**src/rtl/crc3_pkg.sv**
```systemverilog
// crc3_pkg: shared widths, FSM states and the reference CRC-3 (x^3+x+1) for the frame scheduler.
package crc3_pkg;
  localparam int MSG_W = 5;
  localparam int CRC_W = 3;
  localparam int CW_W = 8;
  localparam int SHIFT_CYC = 8;
  typedef enum logic [1:0] {IDLE, SHIFT, CAPTURE, RESP} state_e;
  // Bit-serial model of the encoder: message MSB first, then CRC_W zero bits.
  function automatic logic [CRC_W-1:0] crc3_calc(input logic [MSG_W-1:0] msg);
    logic [CRC_W-1:0] c;
    logic [CW_W-1:0] bits;
    c = '0;
    bits = {msg, {CRC_W{1'b0}}};
    for (int i = CW_W - 1; i >= 0; i--) c = {bits[i] ^ c[2] ^ c[0], c[2], c[1]};
    return c;
  endfunction
endpackage

```
**src/rtl/rr_arbiter.sv**
```systemverilog
// rr_arbiter: round-robin pick of the first request at or after ptr_i, wrapping.
module rr_arbiter #(
  parameter int NUM_REQ = 4,
  parameter int ID_W = 2
) (
  input  logic [NUM_REQ-1:0] req_i,
  input  logic [ID_W-1:0]    ptr_i,
  output logic [NUM_REQ-1:0] gnt_o,
  output logic [ID_W-1:0]    idx_o,
  output logic               any_o
);
  localparam int IW = $clog2(NUM_REQ);
  logic [IW-1:0] j;
  logic hit;
  always_comb begin
    gnt_o = '0;
    idx_o = '0;
    hit = 1'b0;
    j = '0;
    for (int i = 0; i < NUM_REQ; i++) begin
      j = IW'((int'(ptr_i) + i) % NUM_REQ);
      if (!hit && req_i[j]) begin
        gnt_o[j] = 1'b1;
        idx_o = ID_W'(j);
        hit = 1'b1;
      end
    end
    any_o = hit;
  end
endmodule

```
**src/rtl/crc3_frame_scheduler.sv**
```systemverilog
// crc3_frame_scheduler: arbitrates requesters, serialises the granted message into the CRC-3
// encoder, captures and cross-checks the codeword and returns it over a valid/ready port.
module crc3_frame_scheduler
  import crc3_pkg::*;
#(
  parameter int NUM_REQ = 4,
  parameter int ID_W = 2
) (
  input  logic                     clk,
  input  logic                     rst_n,
  input  logic                     ena,
  input  logic [NUM_REQ-1:0]       req_valid,
  input  logic [MSG_W*NUM_REQ-1:0] req_msg,
  output logic [NUM_REQ-1:0]       req_ready,
  output logic                     crc_enable,
  output logic                     crc_data,
  input  logic [CW_W-1:0]          crc_cw,
  output logic                     resp_valid,
  input  logic                     resp_ready,
  output logic [ID_W-1:0]          resp_id,
  output logic [CW_W-1:0]          resp_cw,
  output logic                     err_mismatch,
  input  logic                     err_clr,
  output logic                     busy
);
  state_e state_q, state_d;
  logic [2:0] k_q, k_d;
  logic [MSG_W-1:0] msg_q, msg_d, msg_sel;
  logic [ID_W-1:0] id_q, id_d, rr_q, rr_d, gidx;
  logic [CW_W-1:0] cw_q, cw_d;
  logic err_q, err_d, gany, mis;
  logic [NUM_REQ-1:0] gnt;
  rr_arbiter #(.NUM_REQ(NUM_REQ), .ID_W(ID_W)) u_arb (
    .req_i(req_valid),
    .ptr_i(rr_q),
    .gnt_o(gnt),
    .idx_o(gidx),
    .any_o(gany)
  );
  always_comb begin
    msg_sel = '0;
    for (int i = 0; i < NUM_REQ; i++) if (gnt[i]) msg_sel = req_msg[i*MSG_W +: MSG_W];
  end
  // Both the echoed message and the CRC field must match what was sent.
  assign mis = (state_q == CAPTURE) && (crc_cw != {msg_q, crc3_calc(msg_q)});
  always_comb begin
    state_d = state_q;
    k_d = k_q;
    msg_d = msg_q;
    id_d = id_q;
    rr_d = rr_q;
    cw_d = cw_q;
    err_d = mis | (err_q & ~err_clr);
    case (state_q)
      IDLE: if (gany) begin
        state_d = SHIFT;
        msg_d = msg_sel;
        id_d = gidx;
        rr_d = (gidx == ID_W'(NUM_REQ - 1)) ? '0 : gidx + 1'b1;
        k_d = '0;
      end
      SHIFT: begin
        k_d = k_q + 1'b1;
        state_d = (k_q == 3'(SHIFT_CYC - 1)) ? CAPTURE : SHIFT;
      end
      CAPTURE: begin
        cw_d = crc_cw;
        state_d = RESP;
      end
      RESP: state_d = resp_ready ? IDLE : RESP;
      default: state_d = IDLE;
    endcase
  end
  always_ff @(posedge clk or negedge rst_n) begin
    if (!rst_n) begin
      state_q <= IDLE;
      k_q <= '0;
      msg_q <= '0;
      id_q <= '0;
      rr_q <= '0;
      cw_q <= '0;
      err_q <= 1'b0;
    end else if (ena) begin
      state_q <= state_d;
      k_q <= k_d;
      msg_q <= msg_d;
      id_q <= id_d;
      rr_q <= rr_d;
      cw_q <= cw_d;
      err_q <= err_d;
    end
  end
  assign req_ready = (rst_n && ena && state_q == IDLE) ? gnt : '0;
  // CAPTURE keeps the encoder enabled so its registered result is still valid when sampled.
  assign crc_enable = (state_q == SHIFT) || (state_q == CAPTURE);
  assign crc_data = (state_q == SHIFT && k_q < 3'(MSG_W)) ? msg_q[3'(MSG_W - 1) - k_q] : 1'b0;
  assign resp_valid = (state_q == RESP);
  assign resp_id = id_q;
  assign resp_cw = cw_q;
  assign err_mismatch = err_q;
  assign busy = (state_q != IDLE);
endmodule

```
**config.mk**
```make
export PLATFORM = sky130hd
export DESIGN_NAME = crc3_frame_scheduler
export DESIGN_NICKNAME = d
export VERILOG_FILES = /design/src/rtl/crc3_pkg.sv /design/src/rtl/rr_arbiter.sv /design/src/rtl/crc3_frame_scheduler.sv
export SDC_FILE = /design/constraint.sdc
export NUM_CORES = 1
export LEC_CHECK = 0
export BUFFER_PORTS_ARGS = -buffer_cell sky130_fd_sc_hd__buf_4
export CORE_MARGIN = 3
export CORE_UTILIZATION = 53
export DETAILED_ROUTE_END_ITERATION = 7
export PLACE_DENSITY_LB_ADDON = 0.1
export SYNTH_ARGS = -nofsm -noshare
export SYNTH_HDL_FRONTEND = slang
export SYNTH_SLANG_ARGS = --single-unit
```
**constraint.sdc**
```tcl
create_clock -name clk -period 3.3 [get_ports clk]
set_input_delay 0.66 -clock clk [delete_from_list [all_inputs] [get_ports clk]]
set_output_delay 0.66 -clock clk [all_outputs]
set_load 0.05 [all_outputs]
```
==> metrics.yaml, run 1 <==
worst_setup_path:
  path_max_fanout: 14
  critPathSlowestCell: "mux4_2"
  path_cells: "buf_4 -> mux4_2 -> nor4b_4 -> nand2_1 -> o211ai_1 -> nor2b_2 -> buf_4"
  cp-start-kind: "register"
  r2r_start: "rr_q[1]"
  max_stage_delay_ns: 0.66
  critPathKind: "register to primary output"
  cpMostUsedCell: "buf_4"
  critPathRequiredTime_ns: 2.64
  worstPathArrival_ns: 2.46
  cp-end-kind: "primary output"
power:
  switchingPower_mw: 1.29
  p_per_area_nw_per_um2: 983
  seqPwrFrac_pct: 20.1
  ir_worst_vdd_v: 0.000607
  sw_frac_of_total_pct: 50.3
  p_clk_share_pct: 6.8
  p_comb_share_pct: 73.1
  internal_power_mw: 1.28
  p_leak_nw: 1.24
route:
  drt-pass1-iter-count: 4
  route.detailed.drc: 0
  num_vias: 1864
  routedWlPerCell_um: 14.6
  drt_iter0_markers: 101
  wirelength_mm: 4.77
  viasPerCell: 5.72
  detail-route-antenna-nets: 0
timing:
  min_period_ns: 3.12
  fin_skew_ns: 0.00242
  rsz0062_at_grt: "false"
  fin_crit_sh_pct: 94.7
  layout_setup_ws_ns: 0.176
  hold_slack_ns: 0.273
  setup_viol: 0
  max-slew-margin-rel_pct: 64.3
  worst_slew_pin_slew_ns: 0.530
  setup-tns-final_ns: 0
  hold_viol: 0
  drv_slew: 0
  fmax_mhz: 320
clocking:
  cts_buffer_depth: 2
  h-tree-depth: 1
  cts_tree: "built"
  path_clk_slew_ns: 0.08
  worstSkewPairLatency_ns: 0.27
  cts_sinks: 23
  cts_made_buffers: 3
  root_buffer: "clkbuf_8"
final_layout:
  fillers: 292
  multi_input_area_sq_um: 1380
  nets: 333
  num_antenna_cells: 0
  syn2layout_area_growth_pct: 27.6
  utilization_pct: 74.3
  drive_gt1_share_pct: 36.1
  ff_latch_area_sq_um: 576
synthesis:
  synth_cell_types: 45
  ys_warn_count: 0
  synth_edf_count: 0
  avgSynthCellArea_sq_um: 9.45
  async_flop_share_pct: 100
  synth_fp_nets: 269
  ys_seq_area_share_pct: 28.1
  synth_cells: 217
  synth_seq_cells: 23
  ys.flop_type: "dfrtp_1"
  syn_area_sq_um: 2050
die:
  die_w_um: 68.2
  rows: 21
  chipHeight_um: 68.2
  initial_core_util_pct: 58.2
  dieArea_sq_um: 4650
  core_sq_um: 3520
  io_pins: 56
global_route:
  antenna_found_initial: 0
  grt_max_degree: 25
  grt_pass1_wl_mm: 7.56
  grt_pass1_vias: 1691
  track_usage_pct: 21.2
  grt.overflow.total: 0
run_status:
  status: "finished clean"
place:
  dp_slack_ns: 0.245
  gp_congestion: 0.806
  io_buffers: 55
  post-dp-hpwl_mm: 3.71
min_path:
  holdCritPathClass: "input pin to asynchronous set/reset pin"
run:
  max_cap_viol_count: 0
[final cells by class]
cell class / count / share of cell area, %
inverter: 15 / 2.15
clock buffer: 3 / 1.58
sequential: 23 / 22.0
tap: 46 / 2.20
clock inverter: 1 / 0.191
multi-input combinational: 171 / 52.7
timing repair buffer: 67 / 19.2
[worst max-delay path, delay by kind of cell, from the launching register on]
| kind | cells | cell delay (ns) |
|---|---|---|
| buffers and inverters | 2 | 0.44 |
| and+or+nand+nor | 3 | 0.59 |
| AOI/OAI and AO/OA | 1 | 0.12 |
| muxes | 1 | 0.66 |
| DFF | 1 | 0.37 |
[layer usage]
| layer | track usage [%] | part of all wire [%] |
|---|---|---|
| met1 | 27.7 | 45 |
| met2 | 37.3 | 48 |
| met3 | 2.30 | 5.8 |
| met4 | 5.21 | 1.4 |
| met5 | 0 | 0 |
[cell usage in the layout, fill, tap and decap left out, types with 7 or more instances in the layout]
master and instances:
nor2_1 12, a21o_1 7, dfrtp_1 23, a21oi_1 14, mux2_2 8, ha_1 14
o21ai_0 10, nand3_1 8, nand2_1 18, buf_4 67, inv_1 15
[stage by stage]
| stage | power (mW) | area, sq um | cells |
|---|---|---|---|
| detailed placement | 2.34 | 2540 | 320 |
| CTS | 2.53 | 2590 | 324 |
| global route | 2.77 | 2620 | 326 |
| finish | 2.57 | 2620 | 326 |
| global placement | 2.30 | 2540 | 320 |
| floorplan | 1.89 | 2060 | 217 |
[worst paths after layout]
check | to | slack, ns | cells after the start
worst max-delay path | req_ready[2] | 0.18 | 7
worst min-delay path | resp_id[1] | 0.27 | 1
worst max register to register | k_q[0] | 0.61 | 9
worst min register to register | err_mismatch | 0.50 | 2
max in group asynchronous | k_q[0] | 2.80 | 1
min in group clk | err_mismatch | 0.50 | 2
[synthesized netlist by cell type (all sizes together) (3+ instances only)]
master   number  share of area [%]
nand3b        4                1.5
a211oi        8                3.4
buf           7                3.0
a21o          7                2.6
nor2         13                2.4
xnor2         6                2.6
nand2        18                3.3
mux4          5                5.7
ha           15                9.2
o2111ai       5                2.1
nor2b         6                1.8
o21ai        10                2.4
inv          15                2.7
nand3         8                2.0
and2          3               0.92
mux2          8                4.4
nor4bb        4                2.0
a21oi        17                4.5
a21boi        6                2.2
mux2i         3                1.5
dfrtp        23                 28
a31o          5                2.1
[logic make-up after synthesis]
logic type | share of synthesized area (%)
XOR/XNOR | 3.42
adder cells (fa/ha/maj) | 9.15
AND/OR/NAND/NOR | 19.0
AO/OA/AOI/OAI | 22.9
multiplexers | 11.5
buffers and inverters | 5.92
flip-flops | 28.1
[repair_timing]
item	CTS	global route
endpoints found under the setup margin	0	4
resized for setup	0	4
hold buffers	0	0
buffers inserted	0	2
[flip-flops by register name, summed over array words and instances, names as in the netlist, named ones only]
signal and cells:
err_mismatch 1, k_q 3, msg_q 5, resp_cw 8, resp_id 2, rr_q 1
state_q 2
[power by group through the flow]
stage / Combinational (mW) / Sequential [mW] / Clock, mW
finish: 1.88 / 0.516 / 0.175
detailed placement: 1.82 / 0.519 / 0
global route: 2.05 / 0.533 / 0.187
global placement: 1.79 / 0.512 / 0
CTS: 1.84 / 0.516 / 0.178
floorplan: 1.21 / 0.680 / 0
Power figures use the tool's default switching activity.
==> inputs of run 2 (changes only) <==
--- a/config.mk
+++ b/config.mk
@@ -5,6 +5,7 @@
 export SDC_FILE = /design/constraint.sdc
 export NUM_CORES = 1
 export LEC_CHECK = 0
+export ABC_AREA = 1
 export BUFFER_PORTS_ARGS = -buffer_cell sky130_fd_sc_hd__buf_4
 export CORE_MARGIN = 3
 export CORE_UTILIZATION = 53
==> run 2 against run 1 <==
Compared with the run above: clock power about the same; power is 11% higher; largest power group unchanged; sequential share of layout area up 1.1 points.
==> metrics.yaml, run 2 <==
final_layout:
  fillers: 320
  num_antenna_cells: 0
  syn2layout_area_growth_pct: 25.0
  nets: 374
  final_common_cell: "nand2_1"
  largest_register_ffs: 8
  mostFrequentLayoutCells: "nand2_1, buf_4, inv_1"
  final_cell_area_sq_um: 2490
  drive_gt1_share_pct: 29.9
clocking:
  cts_tree: "built"
  cts_buffer_depth: 2
  root_buffer: "clkbuf_8"
  path_clk_slew_ns: 0.08
  cts-resized-gates: 0
  worstSkewPairLatency_ns: 0.26
  cts_sinks: 23
  h-tree-depth: 1
  post-cts-setup-buffers: 0
  hold_buffers: 0
  cts_made_buffers: 3
worst_setup_path:
  cp-end-kind: "primary output"
  path_max_fanout: 11
  r2r_start: "rr_q[1]"
  critPathKind: "register to primary output"
  cp-start-kind: "register"
  reg2reg_slack_ns: 1.03
  r2r-end: "rr_q[1]"
  r2r_cells: 14
  worstPathArrival_ns: 2.43
  critPathRequiredTime_ns: 2.64
route:
  drt_iter0_markers: 71
  route.detailed.drc: 0
  detail-route-antenna-nets: 0
  routedWlPerCell_um: 11.9
  num_vias: 1862
  drt-pass1-iter-count: 4
  wirelength_mm: 4.35
  viasPerCell: 5.07
global_route:
  grt.overflow.total: 0
  grt_max_degree: 25
  grt_pass1_wl_mm: 7.36
  antenna_found_initial: 0
  grt_pass1_vias: 1705
  track_usage_pct: 20.6
timing:
  hold_viol: 0
  fmax_mhz: 324
  min_period_ns: 3.09
  setup_viol: 0
  fin_crit_sh_pct: 93.5
  drv_slew: 0
  rsz0062_at_grt: "false"
  setup-tns-final_ns: 0
  worst_slew_pin_slew_ns: 0.377
  max-slew-margin-rel_pct: 74.8
  fin_skew_ns: 0.00562
synthesis:
  synth-xor-area-share_pct: 5.52
  async_flop_share_pct: 100
  synth_edf_count: 0
  synthMostInstantiatedCell: "nand2_1"
  synth.area.mux_share_pct: 0
  synth_simple_gate_area_share_pct: 31.3
  synth_area_leaders: "dfrtp_1, nand2_1, ha_1"
  synth_fp_nets: 317
  synth_cell_types: 40
  synthAdderAreaFrac_pct: 9.41
  ys_seq_area_share_pct: 28.9
  ys_warn_count: 0
  synth_top_family_by_area: "simple AND/OR/NAND/NOR gates"
  synth_top_area_share_pct: 28.9
  syn_area_sq_um: 1990
  synth_commonest_cells: "nand2_1, inv_1, dfrtp_1"
  synth_seq_cells: 23
  post-synth-top-area-cell: "dfrtp_1"
  ys.flop_type: "dfrtp_1"
  avgSynthCellArea_sq_um: 7.53
  synth_cells: 265
  synth_compound_area_share_pct: 15.5
run:
  max_cap_viol_count: 0
power:
  sw_frac_of_total_pct: 56.4
  switchingPower_mw: 1.61
  internal_power_mw: 1.25
  fin_total_pwr_mw: 2.86
  p_clk_share_pct: 6.1
  p_per_area_nw_per_um2: 1150
  p_comb_share_pct: 75.0
  ir_worst_vdd_v: 0.000682
  p_leak_nw: 1.36
  seqPwrFrac_pct: 18.8
die:
  die_w_um: 67.3
  rows: 21
  dieArea_sq_um: 4540
  chipHeight_um: 67.3
  io_pins: 56
  core_sq_um: 3470
  initial_core_util_pct: 57.5
place:
  dpl_cell_area_sq_um: 2450
  gp_congestion: 0.928
  io_buffers: 55
  post-dp-hpwl_mm: 3.54
run_status:
  status: "finished clean"
min_path:
  holdCritPathClass: "input pin to asynchronous set/reset pin"
run 2: cell types whose count changed in the layout (fill, tap and decap cells not counted), sizes merged, moves of 5 or more:
cell | previous run | this run
inv | 15 | 38
buf | 67 | 57
a21oi | 17 | 26
a211oi | 8 | 1
nand4 | 0 | 6
mux4 | 5 | 0
nor2b | 6 | 0
nand2 | 18 | 82
a21o | 7 | 0
nand3 | 8 | 19
mux2 | 8 | 0
a31o | 5 | 0
run 2: through the flow:
stage,setup slack [ns],cells,hold WS [ns],util (%)
floorplan,0.526,265,0.364,-
global placement,0.603,363,0.465,70.6
detailed placement,0.523,363,0.467,70.6
CTS,0.213,367,0.287,71.9
global route,0.0223,367,0.298,71.9
finish,0.214,367,0.277,71.9
run 2: how the worst max path moves through the flow:
stage | startpoint | to | slack (ns) | cells after the start
CTS | rr_q[1] | req_ready[2] | 0.21 | 12
detailed placement | rr_q[1] | req_ready[2] | 0.52 | 12
floorplan | k_q[0] | crc_data | 0.53 | 7
global placement | rr_q[1] | req_ready[2] | 0.60 | 12
finish | rr_q[1] | req_ready[2] | 0.21 | 12
global route | rr_q[1] | req_ready[2] | 0.02 | 12
run 2: critical path: stages (launching register included):
cell	delay, ns
dfrtp_1	0.51
inv_2	0.15
ha_1	0.36
inv_1	0.11
nand3_1	0.10
nand2_2	0.10
nand3_1	0.09
nor2_2	0.15
nand2_1	0.08
nand3_2	0.18
nand2_1	0.08
inv_1	0.06
buf_4	0.18
run 2: final cells by class:
type / count / area [sq um] / area share (%)
clock buffer: 4 / 45.0 / 1.81
inverter: 38 / 150 / 6.02
multi-input combinational: 199 / 1240 / 49.6
sequential: 23 / 576 / 23.1
tap: 46 / 57.6 / 2.31
timing repair buffer: 57 / 428 / 17.2
run 2: power groups by stage:
| stage | Sequential, mW | Combinational [mW] | Clock (mW) |
|---|---|---|---|
| 6_report | 0.539 | 2.15 | 0.175 |
| 5_1_grt | 0.558 | 2.39 | 0.191 |
| 4_1_cts | 0.538 | 2.15 | 0.178 |
| 3_5_place_dp | 0.543 | 2.14 | 0 |
| 2_1_floorplan | 0.698 | 1.56 | 0 |
| 3_3_place_gp | 0.539 | 2.10 | 0 |
run 2: cells by family after synthesis:
logic type,after synthesis
buf+inv,43
simple gates,123
fa+ha+maj,15
xor+xnor,11
flops,23
compound gates,50
run 2: layer usage:
metal	up-vias	global-route usage [%]	wire [um]
li1	971	-	-
met2	50	34.4	2080
met4	0	5.32	0
met3	0	2.33	244
met5	-	0	0
met1	841	28.3	2020
==> inputs of run 3 (changes only) <==
--- a/config.mk
+++ b/config.mk
@@ -13,4 +13,5 @@
 export PLACE_DENSITY_LB_ADDON = 0.1
 export SYNTH_ARGS = -nofsm -noshare
 export SYNTH_HDL_FRONTEND = slang
+export SYNTH_HIERARCHICAL = 1
 export SYNTH_SLANG_ARGS = --single-unit
==> run 3 against run 2 <==
Compared with the run above: first-iteration DRC count up 73%; area after synthesis down 0.75%; clock-buffer cell count down 1; synthesized cell count up 6.0%; fmax up 0.70%; wire length up 4.0%; register-to-register slack worse by 0.26 ns; sequential share of layout area up 0.054 points; via count up 8.9%; hold slack worse by 0.0045 ns; final area up 0.20%; final cell count up 5.2%; critical path type unchanged; critical endpoint unchanged; largest cell class unchanged.
==> metrics.yaml, run 3 <==
worst_setup_path:
  r2r_start: "rr_q[0]"
  path_max_fanout: 13
  critPathSlowestCell: "dfrtp_2"
  cp_top_family: "simple AND/OR/NAND/NOR gates"
  crit_buf_inv: 4
  critPathRequiredTime_ns: 2.64
  worstPathArrival_ns: 2.40
  cpMostUsedCell: "inv_1"
  cp-end-kind: "primary output"
  max_stage_delay_ns: 0.47
  cp-start-kind: "register"
  critPathKind: "register to primary output"
  crit_start: "rr_q[0]"
  path_cells: "inv_2 -> ha_1 -> inv_1 -> nand2_1 -> nand2_2 -> nor2_4 -> nand4_1 -> nand3_1 -> inv_1 -> nor2_1 -> buf_4"
power:
  p_per_area_nw_per_um2: 1090
  switchingPower_mw: 1.53
  seqPwrFrac_pct: 19.8
  internal_power_mw: 1.19
  ir_worst_vdd_v: 0.000613
  p_leak_nw: 1.36
  sw_frac_of_total_pct: 56.3
  p_clk_share_pct: 6.4
  p_comb_share_pct: 73.8
synthesis:
  ys.flop_type: "dfrtp_1"
  synth_top_area_share_pct: 29.1
  post-synth-top-area-cell: "dfrtp_1"
  synth_seq_cells: 23
  synth_area_leaders: "dfrtp_1, nand2_1, ha_1"
  ys_warn_count: 6
  synth_fp_nets: 331
  ys_seq_area_share_pct: 29.1
  synth_cell_types: 35
  avgSynthCellArea_sq_um: 7.04
  syn_area_sq_um: 1980
  synth_commonest_cells: "nand2_1, inv_1, dfrtp_1, nand3_1, a21oi_1"
  synthMostInstantiatedCell: "nand2_1"
  synth_cells: 281
  synth_edf_count: 0
  async_flop_share_pct: 100
clocking:
  path_clk_slew_ns: 0.08
  h-tree-depth: 1
  hold_buffers: 0
  cts_made_buffers: 3
  root_buffer: "clkbuf_8"
  worstSkewPairLatency_ns: 0.27
  cts_buffer_depth: 2
  post-cts-setup-buffers: 0
  cts_sinks: 23
  cts_tree: "built"
global_route:
  antenna_found_initial: 0
  grt_max_degree: 25
  grt_pass1_wl_mm: 7.51
  grt_pass1_vias: 1774
  met3_usage_pct: 2.36
  track_usage_pct: 21.2
  grt.overflow.total: 0
  globalRouteMet1Util_pct: 28.0
  grt-busiest-layer: "met2"
  grtUsageMet2_pct: 36.1
route:
  routedWlPerCell_um: 11.7
  route.detailed.drc: 0
  viasPerCell: 5.25
  drt_iter0_markers: 123
  wirelength_mm: 4.53
  drt-pass1-iter-count: 4
  detail-route-antenna-nets: 0
  num_vias: 2027
timing:
  setup-tns-final_ns: 0
  min_period_ns: 3.06
  rsz0062_at_grt: "false"
  fin_skew_ns: 0.00480
  hold_viol: 0
  setup_viol: 0
  fin_crit_sh_pct: 92.9
  drv_slew: 0
  fmax_mhz: 326
  max-slew-margin-rel_pct: 71.3
  worst_slew_pin_slew_ns: 0.430
die:
  core_sq_um: 3470
  rows: 21
  io_pins: 56
  die_w_um: 67.1
  dieArea_sq_um: 4500
  initial_core_util_pct: 57.1
  chipHeight_um: 67.1
final_layout:
  largest_register_ffs: 8
  syn2layout_area_growth_pct: 26.2
  final_common_cell: "nand2_1"
  fillers: 300
  num_antenna_cells: 0
  drive_gt1_share_pct: 29.4
  mostFrequentLayoutCells: "nand2_1, buf_4, inv_1"
  utilization_pct: 72.0
  nets: 391
min_path:
  holdCritPathClass: "input pin to asynchronous set/reset pin"
run_status:
  status: "finished clean"
place:
  gp_congestion: 0.897
  io_buffers: 55
  post-dp-hpwl_mm: 3.62
run:
  max_cap_viol_count: 0
-- run 3: changes by cell type in the layout (fill, tap and decap cells not counted), moves of 3 or more --
cell | before | now
nand2_1 | 69 | 88
nand3_1 | 14 | 22
a21oi_2 | 6 | 1
a22oi_2 | 0 | 5
xor2_1 | 5 | 0
nand2_2 | 9 | 13
o211ai_1 | 1 | 5
a21boi_0 | 1 | 4
nand2_4 | 4 | 1
nor2_1 | 11 | 8
o21ai_0 | 7 | 10
xnor2_1 | 5 | 2
-- run 3: layer usage --
layer  share of wire (%)  wire length [um]
met1                  45              2040
met2                  46              2070
met3                 7.4               337
met4                 1.5                69
met5                   0                 0
-- run 3: timing repair --
action	in CTS	in global routing
setup endpoints to repair	0	4
endpoints found under the hold margin	0	0
gates resized for setup	0	4
-- run 3: area by class of cell --
type	instances	area [sq um]	share of cell area, %
timing repair buffer	58	435	17.4
multi-input combinational	217	1240	49.5
clock inverter	1	5.00	0.200
inverter	38	145	5.81
tap	46	57.6	2.30
clock buffer	3	41.3	1.65
sequential	23	578	23.1
-- run 3: cell families (layout without fill, tap and decap cells) --
family | Yosys count | in the layout | share of synthesized area, %
buffers and inverters | 41 | 100 | 8.85
AND/OR/NAND/NOR | 147 | 147 | 34.4
adder cells (fa/ha/maj) | 13 | 13 | 8.22
flip-flops | 23 | 23 | 29.1
XOR/XNOR | 2 | 2 | 0.885
AO/OA/AOI/OAI | 55 | 55 | 18.6
-- run 3: final timing paths --
kind,end,slack (ns),depth (start not counted)
setup / recovery,req_ready[2],0.24,11
hold / removal,msg_q[3],0.27,1
setup reg to reg,k_q[1],0.77,12
hold reg to reg,resp_cw[2],0.49,2
min in group clk,resp_cw[2],0.49,2
max in group asynchronous,rr_q[1],2.78,1
-- run 3: power groups by stage --
stage / Clock (mW) / Sequential [mW] / Combinational [mW]
3_5_place_dp: 0 / 0.539 / 1.98
3_3_place_gp: 0 / 0.535 / 1.97
5_1_grt: 0.188 / 0.561 / 2.24
6_report: 0.175 / 0.539 / 2.01
4_1_cts: 0.173 / 0.534 / 1.99
2_1_floorplan: 0 / 0.721 / 1.35
-- run 3: stage by stage --
stage	setup WS, ns	total power [mW]	area [sq um]	hold slack, ns	std cells
CTS	0.0869	2.70	2490	0.287	386
global route	0.00570	2.99	2500	0.293	386
detailed placement	0.392	2.51	2440	0.470	382
global placement	0.421	2.51	2440	0.464	382
floorplan	0.152	2.07	1980	0.364	281
finish	0.236	2.72	2500	0.273	386
-- run 3: worst register-to-register path, cell delays in order (launching register included) --
cell and delay [ns]:
dfrtp_2 0.47, inv_2 0.13, ha_1 0.38, inv_1 0.10
nand2_1 0.09, nand2_2 0.06, nor2_4 0.23, nand4_1 0.23
o21ai_4 0.28, inv_1 0.13, nand2_1 0.13, nand2_1 0.09
o22ai_1 0.14
